==> config.mk <==
export PLATFORM = sky130hd
export DESIGN_NAME = psum_row_collector_flat
export DESIGN_NICKNAME = d
export VERILOG_FILES = /design/src/rtl/psum_row_collector_if.sv /design/src/rtl/psum_row_collector.sv /design/src/flat_wrapper.sv
export SDC_FILE = /design/constraint.sdc
export NUM_CORES = 1
export LEC_CHECK = 0
export CORE_MARGIN = 2
export CORE_UTILIZATION = 29
export DETAILED_ROUTE_END_ITERATION = 16
export PLACE_DENSITY = 0.47
export SYNTH_ARGS = -nofsm -noshare
export SYNTH_HDL_FRONTEND = slang
export SYNTH_SLANG_ARGS = --single-unit
==> constraint.sdc <==
create_clock -name clk -period 6.3 [get_ports clk]
set_input_delay 0.945 -clock clk [delete_from_list [all_inputs] [get_ports clk]]
set_output_delay 0.945 -clock clk [all_outputs]
set_load 0.01 [all_outputs]
==> src/rtl/psum_row_collector_if.sv <==
// Handshake/bus bundle between the Psum FIFO read side, the row collector and the writeback sink.
// Ports: config load (cfg_ld/row_len/num_pass), FIFO pop side (psum_valid/psum_in/psum_ren),
//        row output (out_data/out_valid/out_last/out_ready), status (busy/done).
interface psum_row_collector_if #(
    parameter int PSUM_WIDTH   = 16,
    parameter int ACC_WIDTH    = 20,
    parameter int ROW_LEN_SIZE = 8,
    parameter int PASS_SIZE    = 5
);
    logic                    cfg_ld;
    logic [ROW_LEN_SIZE-1:0] row_len;
    logic [PASS_SIZE-1:0]    num_pass;
    logic                    psum_valid;
    logic [PSUM_WIDTH-1:0]   psum_in;
    logic                    psum_ren;
    logic [ACC_WIDTH-1:0]    out_data;
    logic                    out_valid;
    logic                    out_last;
    logic                    out_ready;
    logic                    busy;
    logic                    done;

    // Driver side: config source, Psum FIFO and output sink.
    modport master (
        output cfg_ld, row_len, num_pass, psum_valid, psum_in, out_ready,
        input  psum_ren, out_data, out_valid, out_last, busy, done
    );

    // Collector side.
    modport slave (
        input  cfg_ld, row_len, num_pass, psum_valid, psum_in, out_ready,
        output psum_ren, out_data, out_valid, out_last, busy, done
    );
endinterface

==> src/rtl/psum_row_collector.sv <==
// Pops partial sums from the Psum FIFO, accumulates them over num_pass passes of one row, drains the row.
// Latency: pop is combinational with psum_valid; last pop to out_valid is 1 cycle; 1 element/cycle each way.
// Backpressure: psum_ren held low while draining; out_ready low freezes out_data/out_last/out_valid and idx.
// Ports: clk, rst (async active-high), bus (slave side of psum_row_collector_if).
module psum_row_collector #(
    parameter int PSUM_WIDTH   = 16,
    parameter int ACC_WIDTH    = 20,
    parameter int ROW_LEN_MAX  = 16,
    parameter int ROW_LEN_SIZE = 8,
    parameter int PASS_SIZE    = 5
) (
    input  logic                  clk,
    input  logic                  rst,
    psum_row_collector_if.slave   bus
);

    localparam int IDX_W = (ROW_LEN_MAX > 1) ? $clog2(ROW_LEN_MAX) : 1;
    // len_r must be able to hold ROW_LEN_MAX itself, not just ROW_LEN_MAX-1.
    localparam int LEN_W = $clog2(ROW_LEN_MAX + 1);
    localparam int SUM_W = ACC_WIDTH + 1;

    localparam logic [1:0] IDLE  = 2'd0;
    localparam logic [1:0] ACCUM = 2'd1;
    localparam logic [1:0] DRAIN = 2'd2;

    logic [1:0]           state;
    logic [IDX_W-1:0]     idx;
    logic [PASS_SIZE-1:0] pass;
    logic [LEN_W-1:0]     len_r;
    logic [PASS_SIZE-1:0] npass_r;
    logic                 done_r;

    logic [ACC_WIDTH-1:0] acc_mem [ROW_LEN_MAX];

    logic [LEN_W-1:0]     len_in;
    logic [PASS_SIZE-1:0] npass_in;
    logic                 idx_last;
    logic                 pass_last;
    logic                 pop;
    logic                 out_fire;
    logic [SUM_W-1:0]     sum_ext;
    logic [ACC_WIDTH-1:0] acc_next;

    // Config sanitising: 0 means 1, oversize row lengths clamp to the buffer depth.
    always_comb begin
        len_in = LEN_W'(ROW_LEN_MAX);
        if (bus.row_len == '0)
            len_in = LEN_W'(1);
        else if (bus.row_len < ROW_LEN_SIZE'(ROW_LEN_MAX))
            len_in = LEN_W'(bus.row_len);
        npass_in = (bus.num_pass == '0) ? PASS_SIZE'(1) : bus.num_pass;
    end

    // In IDLE len_r is 0 so len_r-1 is all ones; idx_last is never consulted there.
    assign idx_last  = (LEN_W'(idx) == (len_r - LEN_W'(1)));
    assign pass_last = (pass == (npass_r - PASS_SIZE'(1)));

    assign pop      = (state == ACCUM) && bus.psum_valid;
    assign out_fire = (state == DRAIN) && bus.out_ready;

    // One extra bit catches the carry; any carry means the accumulator pins at all ones.
    always_comb begin
        sum_ext  = {1'b0, acc_mem[idx]} + SUM_W'(bus.psum_in);
        acc_next = sum_ext[ACC_WIDTH] ? {ACC_WIDTH{1'b1}} : sum_ext[ACC_WIDTH-1:0];
    end

    assign bus.psum_ren  = pop;
    assign bus.out_valid = (state == DRAIN);
    assign bus.out_last  = (state == DRAIN) && idx_last;
    assign bus.out_data  = (state == DRAIN) ? acc_mem[idx] : '0;
    assign bus.busy      = (state != IDLE);
    assign bus.done      = done_r;

    always_ff @(posedge clk or posedge rst) begin
        if (rst) begin
            state   <= IDLE;
            idx     <= '0;
            pass    <= '0;
            len_r   <= '0;
            npass_r <= '0;
            done_r  <= 1'b0;
        end else begin
            done_r <= 1'b0;
            case (state)
                IDLE: begin
                    if (bus.cfg_ld) begin
                        len_r   <= len_in;
                        npass_r <= npass_in;
                        idx     <= '0;
                        pass    <= '0;
                        state   <= ACCUM;
                    end
                end
                ACCUM: begin
                    if (pop) begin
                        if (idx_last) begin
                            idx <= '0;
                            if (pass_last)
                                state <= DRAIN;
                            else
                                pass <= pass + PASS_SIZE'(1);
                        end else begin
                            idx <= idx + IDX_W'(1);
                        end
                    end
                end
                DRAIN: begin
                    if (out_fire) begin
                        if (idx_last) begin
                            idx    <= '0;
                            pass   <= '0;
                            done_r <= 1'b1;
                            // Same config streams the next row; only reset leaves this loop.
                            state  <= ACCUM;
                        end else begin
                            idx <= idx + IDX_W'(1);
                        end
                    end
                end
                default: state <= IDLE;
            endcase
        end
    end

    // Row buffer needs no reset: pass 0 overwrites every element before it is read.
    always_ff @(posedge clk) begin
        if (pop) begin
            if (pass == '0)
                acc_mem[idx] <= ACC_WIDTH'(bus.psum_in);
            else
                acc_mem[idx] <= acc_next;
        end
    end

endmodule
==> src/flat_wrapper.sv <==
// flat-port wrapper written by rule: the top's interface ports become plain ports
module psum_row_collector_flat 
#(
    parameter int PSUM_WIDTH   = 16,
    parameter int ACC_WIDTH    = 20,
    parameter int ROW_LEN_MAX  = 16,
    parameter int ROW_LEN_SIZE = 8,
    parameter int PASS_SIZE    = 5
)
  (clk, rst, bus_cfg_ld, bus_row_len, bus_num_pass, bus_psum_valid, bus_psum_in, bus_out_ready, bus_psum_ren, bus_out_data, bus_out_valid, bus_out_last, bus_busy, bus_done);
  psum_row_collector_if #(.PSUM_WIDTH(PSUM_WIDTH), .ACC_WIDTH(ACC_WIDTH), .ROW_LEN_SIZE(ROW_LEN_SIZE), .PASS_SIZE(PASS_SIZE)) bus_i ();
  input  logic clk;
  input  logic rst;
  input wire logic [$bits(bus_i.cfg_ld)-1:0] bus_cfg_ld;
  input wire logic [$bits(bus_i.row_len)-1:0] bus_row_len;
  input wire logic [$bits(bus_i.num_pass)-1:0] bus_num_pass;
  input wire logic [$bits(bus_i.psum_valid)-1:0] bus_psum_valid;
  input wire logic [$bits(bus_i.psum_in)-1:0] bus_psum_in;
  input wire logic [$bits(bus_i.out_ready)-1:0] bus_out_ready;
  output wire logic [$bits(bus_i.psum_ren)-1:0] bus_psum_ren;
  output wire logic [$bits(bus_i.out_data)-1:0] bus_out_data;
  output wire logic [$bits(bus_i.out_valid)-1:0] bus_out_valid;
  output wire logic [$bits(bus_i.out_last)-1:0] bus_out_last;
  output wire logic [$bits(bus_i.busy)-1:0] bus_busy;
  output wire logic [$bits(bus_i.done)-1:0] bus_done;
  assign bus_i.cfg_ld = bus_cfg_ld;
  assign bus_i.row_len = bus_row_len;
  assign bus_i.num_pass = bus_num_pass;
  assign bus_i.psum_valid = bus_psum_valid;
  assign bus_i.psum_in = bus_psum_in;
  assign bus_i.out_ready = bus_out_ready;
  assign bus_psum_ren = bus_i.psum_ren;
  assign bus_out_data = bus_i.out_data;
  assign bus_out_valid = bus_i.out_valid;
  assign bus_out_last = bus_i.out_last;
  assign bus_busy = bus_i.busy;
  assign bus_done = bus_i.done;
  psum_row_collector #(.PSUM_WIDTH(PSUM_WIDTH), .ACC_WIDTH(ACC_WIDTH), .ROW_LEN_MAX(ROW_LEN_MAX), .ROW_LEN_SIZE(ROW_LEN_SIZE), .PASS_SIZE(PASS_SIZE)) u_core (.clk(clk), .rst(rst), .bus(bus_i));
endmodule
==> results.yml <==
routing:
  num_vias: 7842
  routed_wirelength_mm: 37.49
  first_iter_violations: 756
  ant_nets: 0
  dr.pass1.iters: 5
  route.detailed.drc: 0
  vias_per_cell: 4.841
  wl_per_cell_um: 23.14
clock_network:
  clockBufferDepth: 3
  cts_tree: "yes"
  post_cts_buffers: 0
  clk-insertion-delay-late_ns: 0.58
  clock_sinks: 342
  cts_buffers: 39
  htreeDepth: 2
  hold_buffers: 0
  post_cts_resized: 0
  cts_root_buf: "clkbuf_16"
  clkTransAtPathRegs_ns: 0.06
timing:
  finalHoldViolCount: 0
  finalCriticalPeriod_ns: 5.607
  setup-tns-final_ns: 0
  rsz0062_at_grt: "false"
  fin_skew_ns: 0.02973
  slew_viol_final: 0
  tightest_slew_ns: 1.090
  slew_headroom_pct: 27.15
  setup_viol: 0
  finalCritPeriodShare_pct: 89.00
  max_freq_ghz: 0.1783
grt:
  grt_pass1_vias: 8180
  antenna_found_initial: 0
  gr-total-overflow: 0
  grt_pass1_wl_mm: 55.60
  grtUsageTotal_pct: 14.37
  grt_max_degree: 46
yosys:
  yosysWarningCount: 0
  synth_cells: 810
  ys.flop_type: "edfxtp_1"
  synth_edf_count: 320
  avgSynthCellArea_um2: 18.37
  seq_area_frac_synth_pct: 68.28
  async_flop_share_pct: 6.433
  netlist_area_um2: 14880
  ys_types: 66
  ys_ff_latch: 342
  syn-num-nets: 873
finish:
  nFillCells: 4832
  antenna_cells: 0
  final_util_pct: 34.77
  finalNetCount: 972
  drive_gt1_share_pct: 20.74
  syn_to_final_growth_pct: 19.16
critical_path:
  timing.rr.end: "u_core.acc_mem[0][2]"
  critPathCapture: "u_core.acc_mem[0][2]"
  r2r_start: "u_core.idx[0]"
  cp_common_cell: "mux4_2"
  rr_worst_depth: 11
  critPathMaxFanout: 33
  rrSetupSlack_ns: 0.69
  slowest_delay_ns: 0.92
  cp.arrival_ns: 5.83
  startpoint: "u_core.idx[0]"
  crit_type: "register to register"
  startpoint_type: "register"
  crit_path_end_kind: "register"
  crit_slowest_cell: "a31oi_1"
  worstPathCellList: "buf_12, mux4_2, mux4_2, ha_1, inv_1, o211ai_1, a2111oi_0, o31a_1, nor2_2, inv_2, a31oi_1"
  required_ns: 6.52
pwr:
  finalPower_mw: 7.682
  ir_worst_vdd_mv: 0.1823
  leakagePower_nw: 5.784
  powerDensity_nw_per_um2: 433.3
job:
  drv_cap: 0
outcome:
  outcome: "complete, no violations"
floorplanning:
  fp.dieH_um: 230.5
  core_um2: 50990
  rows: 83
  floorplan.initialDensity_pct: 29.18
  die_w_um: 230.5
  dieArea_um2: 53130
  io_pins: 59
placed_design:
  portBuffers: 58
  gp_congestion: 0.7589
  hpwl_mm: 21.76
min_path:
  min_path_type: "register to register"
==> through the flow <==
step / hold WS [ns] / instance area [µm²] / std cells / setup slack (ns)
after detailed placement: 0.5234 / 16430 / 1548 / 0.4709
after CTS: 0.5497 / 17730 / 1620 / 0.4774
after global placement: 0.5286 / 16430 / 1548 / 0.6423
after global routing: 0.5861 / 17730 / 1620 / 0.09420
final: 0.5539 / 17730 / 1620 / 0.6927
after floorplan: 0.4777 / 14880 / 810 / 1.362
==> synthesized netlist by cell type, types with 3 or more instances <==
cell        n  area (µm²)
o211ai_1    4       30.03
buf_4       5       37.54
dfrtp_1    22       550.5
mux2_2      4       45.04
mux4_2     77        1734
clkbuf_1   10       37.54
mux2i_1     5       50.05
inv_1      22       82.58
a22o_1      5       43.79
a22oi_1     5       37.54
nand3_1    12       60.06
xor2_1     11       96.34
edfxtp_1  320        9609
or4_1       4       30.03
buf_12      4       80.08
nor4_1      3       18.77
mux4_1     19       499.2
nand2b_1    5       31.28
o21a_1      3       22.52
and2_1     21       131.4
nand2_1    26       97.59
a31oi_1    14       87.58
a21oi_1    25       125.1
nor2b_1     4       25.02
o21ai_0    13       65.06
nor2_1     46       172.7
o21ai_1     4       20.02
buf_2      10       50.05
nand4_1     3       18.77
a211oi_1    5       37.54
nor3_1     13       65.06
xnor2_1    15       131.4
o21bai_1    3       22.52
ha_1       28       350.3
buf_6       4       45.04
==> power by group <==
part | switching, mW | total [mW] | internal, mW
sequential | 0.134 | 3.22 | 3.08
clock | 0.947 | 2.33 | 1.39
combinational | 1.26 | 2.13 | 0.874
total | 2.34 | 7.68 | 5.35
==> state kept, by name, summed over array words and instances, names as in the netlist <==
register / flops
u_core.state: 2
u_core.npass_r: 5
u_core.idx: 4
u_core.acc_mem: 320
u_core.pass: 5
u_core.bus.done: 1
u_core.len_r: 5
==> routing by layer <==
layer  global-route usage, %  vias up  wire [µm]
li1                        -     3511          -
met1                   21.25     4096      18430
met2                   21.84      186      16780
met3                   2.310       49       1533
met4                   4.133        0        746
met5                       0        -          0
==> how the worst min path moves through the flow <==
stage                     depth (start not counted)                 to  slack (ns)               from
final                                             2    u_core.len_r[4]        0.55    u_core.len_r[4]
after global routing                              1  u_core.npass_r[4]        0.59  u_core.npass_r[4]
after CTS                                         1  u_core.npass_r[4]        0.55  u_core.npass_r[4]
after detailed placement                          2    u_core.len_r[4]        0.52    u_core.len_r[4]
after global placement                            2    u_core.len_r[4]        0.53    u_core.len_r[4]
after floorplan                                   2    u_core.len_r[4]        0.48    u_core.len_r[4]
==> cell type report <==
| class | instances | area, µm² | share of cell area (%) |
|---|---|---|---|
| repair buffers | 92 | 860.8 | 4.855 |
| clock inverters | 19 | 250.2 | 1.411 |
| flip-flops and latches | 342 | 10170 | 57.36 |
| multi-input cells | 411 | 4463 | 25.17 |
| well taps | 680 | 850.8 | 4.799 |
| inverters | 23 | 86.33 | 0.4869 |
| clock buffers | 53 | 1049 | 5.914 |
==> cells by family after synthesis <==
group,Yosys count,share of synthesized area (%)
flip-flops,342,68.28
multiplexers,105,15.65
AO/OA/AOI/OAI,101,4.633
buffers and inverters,57,2.363
AND/OR/NAND/NOR,150,5.054
adder cells (fa/ha/maj),29,2.489
XOR/XNOR,26,1.530
==> placed cells by master (no fill, tap or decap), types with 8 or more instances in the layout <==
master             n
edfxtp_1         320
mux4_2            77
clkdlybuf4s50_1   58
clkbuf_16         39
nor2_1            34
buf_4             32
ha_1              28
nand2_1           26
a21oi_1           25
inv_1             22
and2_1            21
mux4_1            19
dfrtp_1           18
xnor2_1           15
a31oi_1           14
o21ai_0           13
nand3_1           12
clkbuf_1          12
xor2_1            11
nor3_1             9
nor2_4             9
clkinv_1           8
==> worst max-delay path: cells and delay by family, from the launching register on <==
family          cells  cell delay, ns
simple gates        1            0.38
compound gates      4            1.93
flops               1            0.82
buf+inv             3            0.66
mux                 2            1.02
fa+ha+maj           1            0.38
Power figures use the tool's default switching activity.
